===== config.mk =====
export PLATFORM = sky130hd
export DESIGN_NAME = truco_placar_multi
export DESIGN_NICKNAME = d
export VERILOG_FILES = /design/src/rtl/truco_placar_multi.sv
export SDC_FILE = /design/constraint.sdc
export NUM_CORES = 1
export LEC_CHECK = 0
export ABC_AREA = 1
export CAP_MARGIN = 20
export CORE_UTILIZATION = 65
export CTS_BUF_LIST = sky130_fd_sc_hd__clkbuf_4 sky130_fd_sc_hd__clkbuf_8 sky130_fd_sc_hd__clkbuf_16
export DETAILED_ROUTE_END_ITERATION = 8
export DONT_BUFFER_PORTS = 1
export GPL_TIMING_DRIVEN = 0
export PLACE_DENSITY = 0.81
export SYNTH_ARGS = -nofsm -noshare
export SYNTH_HDL_FRONTEND = slang
export SYNTH_SLANG_ARGS = --single-unit

===== constraint.sdc =====
create_clock -name clk -period 6.7 [get_ports clk]
set_clock_uncertainty 0.2 [all_clocks]
set_input_delay 0.67 -clock clk [delete_from_list [all_inputs] [get_ports clk]]
set_output_delay 0.67 -clock clk [all_outputs]
set_load 0.01 [all_outputs]

===== src/rtl/truco_placar_multi.sv =====
// truco_placar_multi: N-team truco scoreboard with debounced buttons.
// Optional macro TRUCO_UNDO_EN adds a one-level undo button (undo_n).
module truco_placar_multi #(
    parameter int NUM_TEAMS    = 2,
    parameter int POINTS_MAX   = 12,
    parameter int TENTOS_MAX   = 3,
    parameter int DEBOUNCE_CYC = 4,
    localparam int PW = $clog2(POINTS_MAX + 1),
    localparam int TW = $clog2(TENTOS_MAX + 1)
) (
    input  logic                    clk,
    input  logic                    reset,
    input  logic [NUM_TEAMS-1:0]    btn_n,
    input  logic [3:0]              pts_val,
    input  logic                    new_game,
`ifdef TRUCO_UNDO_EN
    input  logic                    undo_n,
`endif
    output logic [NUM_TEAMS*PW-1:0] pontos,
    output logic [NUM_TEAMS*TW-1:0] tentos,
    output logic [1:0]              vencedor,
    output logic                    fim_jogo,
    output logic                    busy
);

    localparam int SW = (NUM_TEAMS > 1) ? $clog2(NUM_TEAMS) : 1;
    localparam int CW = $clog2(DEBOUNCE_CYC + 1);

    typedef enum logic [3:0] {
        S_INICIO,
        S_ESPERA,
        S_DEBOUNCE,
        S_FILTRO,
        S_ADD,
        S_CHECK,
        S_TENTO,
        S_CHECK_T,
        S_FINAL,
        S_UNDO
    } state_t;

    state_t state_q, state_d;
    logic [SW-1:0] sel_q, sel_d;
    logic [CW-1:0] cnt_q, cnt_d;
    logic [3:0]    val_q, val_d;
    logic [NUM_TEAMS-1:0][PW-1:0] pts_q, pts_d;
    logic [NUM_TEAMS-1:0][TW-1:0] ten_q, ten_d;
    logic [1:0]    venc_q, venc_d;
    logic          fim_q, fim_d;
    logic          busy_q, busy_d;

`ifdef TRUCO_UNDO_EN
    logic          und_q, und_d;
    logic          snap_ok_q, snap_ok_d;
    logic [NUM_TEAMS-1:0][PW-1:0] snap_pts_q, snap_pts_d;
    logic [NUM_TEAMS-1:0][TW-1:0] snap_ten_q, snap_ten_d;
`endif

    logic          any_low;
    logic [SW-1:0] low_idx;
    logic          btn_w;
    logic [PW+3:0] sum;

    // Wide add so the saturating compare never sees a wrapped value
    assign sum = (PW+4)'(pts_q[sel_q]) + (PW+4)'(val_q);

    // Lowest-index pressed button wins on simultaneous presses
    always_comb begin
        any_low = 1'b0;
        low_idx = '0;
        for (int i = NUM_TEAMS - 1; i >= 0; i--) begin
            if (!btn_n[i]) begin
                any_low = 1'b1;
                low_idx = SW'(i);
            end
        end
    end

    // Button being debounced/released: the selected team or undo
    always_comb begin
        btn_w = btn_n[sel_q];
`ifdef TRUCO_UNDO_EN
        if (und_q) begin
            btn_w = undo_n;
        end
`endif
    end

    // Next-state and next-output decode
    always_comb begin
        state_d = state_q;
        sel_d   = sel_q;
        cnt_d   = cnt_q;
        val_d   = val_q;
        pts_d   = pts_q;
        ten_d   = ten_q;
        venc_d  = venc_q;
`ifdef TRUCO_UNDO_EN
        und_d      = und_q;
        snap_ok_d  = snap_ok_q;
        snap_pts_d = snap_pts_q;
        snap_ten_d = snap_ten_q;
`endif
        unique case (state_q)
            S_INICIO: begin
                pts_d   = '0;
                ten_d   = '0;
                venc_d  = '0;
`ifdef TRUCO_UNDO_EN
                snap_ok_d = 1'b0;
`endif
                state_d = S_ESPERA;
            end
            S_ESPERA: begin
                if (any_low) begin
                    sel_d   = low_idx;
                    cnt_d   = CW'(1);
`ifdef TRUCO_UNDO_EN
                    und_d   = 1'b0;
`endif
                    state_d = S_DEBOUNCE;
                end
`ifdef TRUCO_UNDO_EN
                else if (!undo_n) begin
                    und_d   = 1'b1;
                    cnt_d   = CW'(1);
                    state_d = S_DEBOUNCE;
                end
`endif
            end
            S_DEBOUNCE: begin
                if (cnt_q == CW'(DEBOUNCE_CYC)) begin
                    val_d   = (pts_val == 4'd0) ? 4'd1 : pts_val;
                    state_d = S_FILTRO;
                end else if (btn_w) begin
                    state_d = S_ESPERA;
                end else begin
                    cnt_d = cnt_q + CW'(1);
                end
            end
            S_FILTRO: begin
                if (btn_w) begin
`ifdef TRUCO_UNDO_EN
                    state_d = und_q ? S_UNDO : S_ADD;
`else
                    state_d = S_ADD;
`endif
                end
            end
            S_ADD: begin
                if (sum > (PW+4)'(POINTS_MAX)) begin
                    pts_d[sel_q] = PW'(POINTS_MAX);
                end else begin
                    pts_d[sel_q] = sum[PW-1:0];
                end
`ifdef TRUCO_UNDO_EN
                snap_pts_d = pts_q;
                snap_ten_d = ten_q;
                snap_ok_d  = 1'b1;
`endif
                state_d = S_CHECK;
            end
            S_CHECK: begin
                if (pts_q[sel_q] == PW'(POINTS_MAX)) begin
                    state_d = S_TENTO;
                end else begin
                    state_d = S_ESPERA;
                end
            end
            S_TENTO: begin
                pts_d        = '0;
                ten_d[sel_q] = ten_q[sel_q] + TW'(1);
                state_d      = S_CHECK_T;
            end
            S_CHECK_T: begin
                if (ten_q[sel_q] == TW'(TENTOS_MAX)) begin
                    venc_d  = 2'(sel_q);
                    state_d = S_FINAL;
                end else begin
                    state_d = S_ESPERA;
                end
            end
            S_FINAL: begin
                if (new_game) begin
                    state_d = S_INICIO;
                end
            end
            S_UNDO: begin
`ifdef TRUCO_UNDO_EN
                if (snap_ok_q) begin
                    pts_d = snap_pts_q;
                    ten_d = snap_ten_q;
                end
                snap_ok_d = 1'b0;
`endif
                state_d = S_ESPERA;
            end
            default: begin
                state_d = S_INICIO;
            end
        endcase
        fim_d  = (state_d == S_FINAL);
        busy_d = !((state_d == S_ESPERA) || (state_d == S_FINAL));
    end

    // State and registered outputs; reset wins in every state
    always_ff @(posedge clk) begin
        if (reset) begin
            state_q <= S_INICIO;
            sel_q   <= '0;
            cnt_q   <= '0;
            val_q   <= '0;
            pts_q   <= '0;
            ten_q   <= '0;
            venc_q  <= '0;
            fim_q   <= 1'b0;
            busy_q  <= 1'b1;
`ifdef TRUCO_UNDO_EN
            und_q      <= 1'b0;
            snap_ok_q  <= 1'b0;
            snap_pts_q <= '0;
            snap_ten_q <= '0;
`endif
        end else begin
            state_q <= state_d;
            sel_q   <= sel_d;
            cnt_q   <= cnt_d;
            val_q   <= val_d;
            pts_q   <= pts_d;
            ten_q   <= ten_d;
            venc_q  <= venc_d;
            fim_q   <= fim_d;
            busy_q  <= busy_d;
`ifdef TRUCO_UNDO_EN
            und_q      <= und_d;
            snap_ok_q  <= snap_ok_d;
            snap_pts_q <= snap_pts_d;
            snap_ten_q <= snap_ten_d;
`endif
        end
    end

    assign pontos   = pts_q;
    assign tentos   = ten_q;
    assign vencedor = venc_q;
    assign fim_jogo = fim_q;
    assign busy     = busy_q;

endmodule


==> impl_results.md <==
* RSZ-0062 raised after global routing: no
* Fraction of registers with async set/reset at 0%
* Slowest CP cell: fa_1
* Syn_nets at 301
* Area Overhead vs Synth at 3.73%
* Slew HR at 66.0%
* # rows at 18
* Switching Share at 40.0%
* Iter 0 DRT Violations at 59
* Top FF cell, synth: dfxtp_1
* Min setup slack post-route at 4.00 ns
* Psw at 165 µW
* Synth cell types at 32
* GP Congestion at 0.934
* CP bufs+invs at 4
* Largest cells by area after synthesis: dfxtp_1 (30%), nand2_1 (16%), inv_1 (7.5%)
* Mean Syn Cell Area at 6.38 µm²
* NumNets Final at 306
* VDD IR max at 0.179 mV
* Power per cell area at 220 nW/µm²
* Post-DP HPWL at 3080 µm
* Core area at 2540 µm²
* Reg power frac at 48.1%
* CTS tree: yes
* Residual DRC at 0
* Setup bufs post-CTS at 0
* Int Power at 248 µW
* Worst setup path class: reg -> reg
* Number of buffers added on ports at 0
* Ant diodes at 0
* Via Count at 1726
* Gate power share at 33.5%
* Synth cell count leaders: nand2_1 (77), inv_1 (36), nor2_1 (31)
* Max-Cap Viols at 0
* Slowest stage delay, CP at 0.45 ns
* Hold Crit Class: in -> reg
* H-tree depth at 1
* Dominant cell type by area after synthesis: dfxtp_1
* Number of synthesized flops with an enable pin at 0
* Leakage power at 0.000981 µW
* Top Family by Delay on Critical Path: adder cells
* Share of the synthesized area in the top cell type at 29.8%
* First-pass GRT wire length at 6150 µm
* Share of layout cells above drive strength 1 at 11.5%
* Synth Warn # at 0
* Die area at 3000 µm²
* Die height at 54.8 µm
* Pin count of the biggest net entering global routing at 17
* CP Capture Type: register
* Final Max Slew Viols at 0
* Initial antenna violation count at 0
* Clock Sinks at 27
* Hold_buf cts at 0
* Endpoints failing setup at 0
* Total GRT Usage at 28.1%
* Worst slew pin tran at 0.510 ns
* Top-count cell post-synth: nand2_1
* Design Power at 413 µW
* Drt wl/cell at 12.1 µm
* Crit path DAT at 2.74 ns
* Fmax achieved at 0.371 GHz
* Setup WS pre-CTS at 4.02 ns
* Setup crit start kind: register
* Setup Total Neg Slack at 0 ns
* Min Tclk post-route at 2.70 ns
* Clock transition at path regs at 0.16 ns
* Crit path max fanout at 10
* 1st-pass router iterations at 5
* Crit share post-route at 40.2%
* PostCTS Resize Cnt at 0
* Setup slack, reg-to-reg at 4.00 ns
* Required time worst endpoint at 6.75 ns
* Worst path cell trace: buf_2 > o21ai_0 > ha_1 > inv_1 > fa_1 > inv_1 > nor2_1 > nor2_2 > nand3_4 > buf_6 > a21oi_1 > nor2_1 > nor2_1 > nor2_1
* Worst-case clock buffer depth at 2
* Flops & latches, synth at 27
* Total gr overflow at 0
* Post-synthesis sequential area ratio at 29.8%
* CP dominant cell by count: nor2_1
* Starting Density at 71.2%
* Final wirelength at 3850 µm
* Clk pwr share at 18.4%
* Status: completed
* Ports at 25
* Mapped Area at 1810 µm²
* Clk root buf: clkbuf_4
* Synth Instances at 284
* DR vias/cell at 5.43
* Clock latency on the worst-skew pair at 0.33 ns
* CTS buffer count at 3
* Vias in the first global route at 1458
* Die width at 54.8 µm
* Endpoints failing hold at 0
* Antenna violation net count after detailed routing at 0
==> power groups by stage <==
stage | sequential, µW | clock, µW | combinational (µW)
2_1_floorplan | 198 | 0 | 114
3_3_place_gp | 201 | 0 | 135
3_5_place_dp | 202 | 0 | 138
4_1_cts | 199 | 77.3 | 139
5_1_grt | 201 | 81.6 | 159
6_report | 198 | 75.9 | 138
==> cells in the final DEF, fill, tap and decap left out, types with 5 or more instances in the layout <==
| cell type | Yosys | final |
|---|---|---|
| inv_1 | 36 | 36 |
| ha_1 | 7 | 7 |
| a21oi_1 | 26 | 26 |
| nor2_1 | 31 | 31 |
| nand2_2 | 5 | 5 |
| nand2_1 | 77 | 77 |
| nand3_2 | 5 | 5 |
| nand3_1 | 20 | 20 |
| o21ai_0 | 6 | 6 |
| o21ai_1 | 5 | 5 |
| dfxtp_1 | 27 | 27 |
| inv_2 | 5 | 5 |
==> logic make-up after synthesis <==
group,count (synthesis),synth area share (%)
buffers and inverters,51,11.8
other,1,0.207
adders and majority gates,8,5.94
xor gates and xnor gates,1,0.484
AOI/OAI and AO/OA,43,12.8
and+or+nand+nor,153,38.9
DFF,27,29.8
==> through the flow <==
| stage | utilization [%] | cell area (µm²) | std cells | hold slack, ns |
|---|---|---|---|---|
| 2_1_floorplan | - | 1810 | 284 | 0.250 |
| 6_report | 73.8 | 1880 | 318 | 0.269 |
| 3_5_place_dp | 72.7 | 1850 | 314 | 0.268 |
| 5_1_grt | 73.8 | 1880 | 318 | 0.259 |
| 4_1_cts | 73.8 | 1880 | 318 | 0.267 |
| 3_3_place_gp | 72.7 | 1850 | 314 | 0.260 |
==> final cells by class <==
class | count | area, µm²
clock buffers | 3 | 22.5
multi-input cells | 206 | 1060
well taps | 30 | 37.5
fillers | 222 | 666
flip-flops and latches | 27 | 541
clock inverters | 1 | 7.51
plain buffers | 10 | 60.1
inverters | 41 | 154
==> path summary, 6_finish.rpt <==
| path | from | to | cells past startpoint |
|---|---|---|---|
| max | sel_q | pontos[1] | 14 |
| min | pts_val[2] | val_q[2] | 2 |
| max reg2reg | sel_q | pontos[1] | 14 |
| min reg2reg | val_q[2] | val_q[2] | 2 |
==> routing by layer <==
metal | global-route usage (%) | wire, µm
met4 | 6.41 | 20
met2 | 46.6 | 1760
met1 | 38.7 | 1820
met3 | 2.78 | 254
met5 | 0 | 0
==> flip-flops by register name, indices dropped and copies added (netlist names) <==
name / count
busy: 1
cnt_q: 3
fim_jogo: 1
pontos: 8
sel_q: 1
state_q: 4
tentos: 4
val_q: 4
vencedor: 1
No activity file was read; power rests on OpenSTA's default activity.
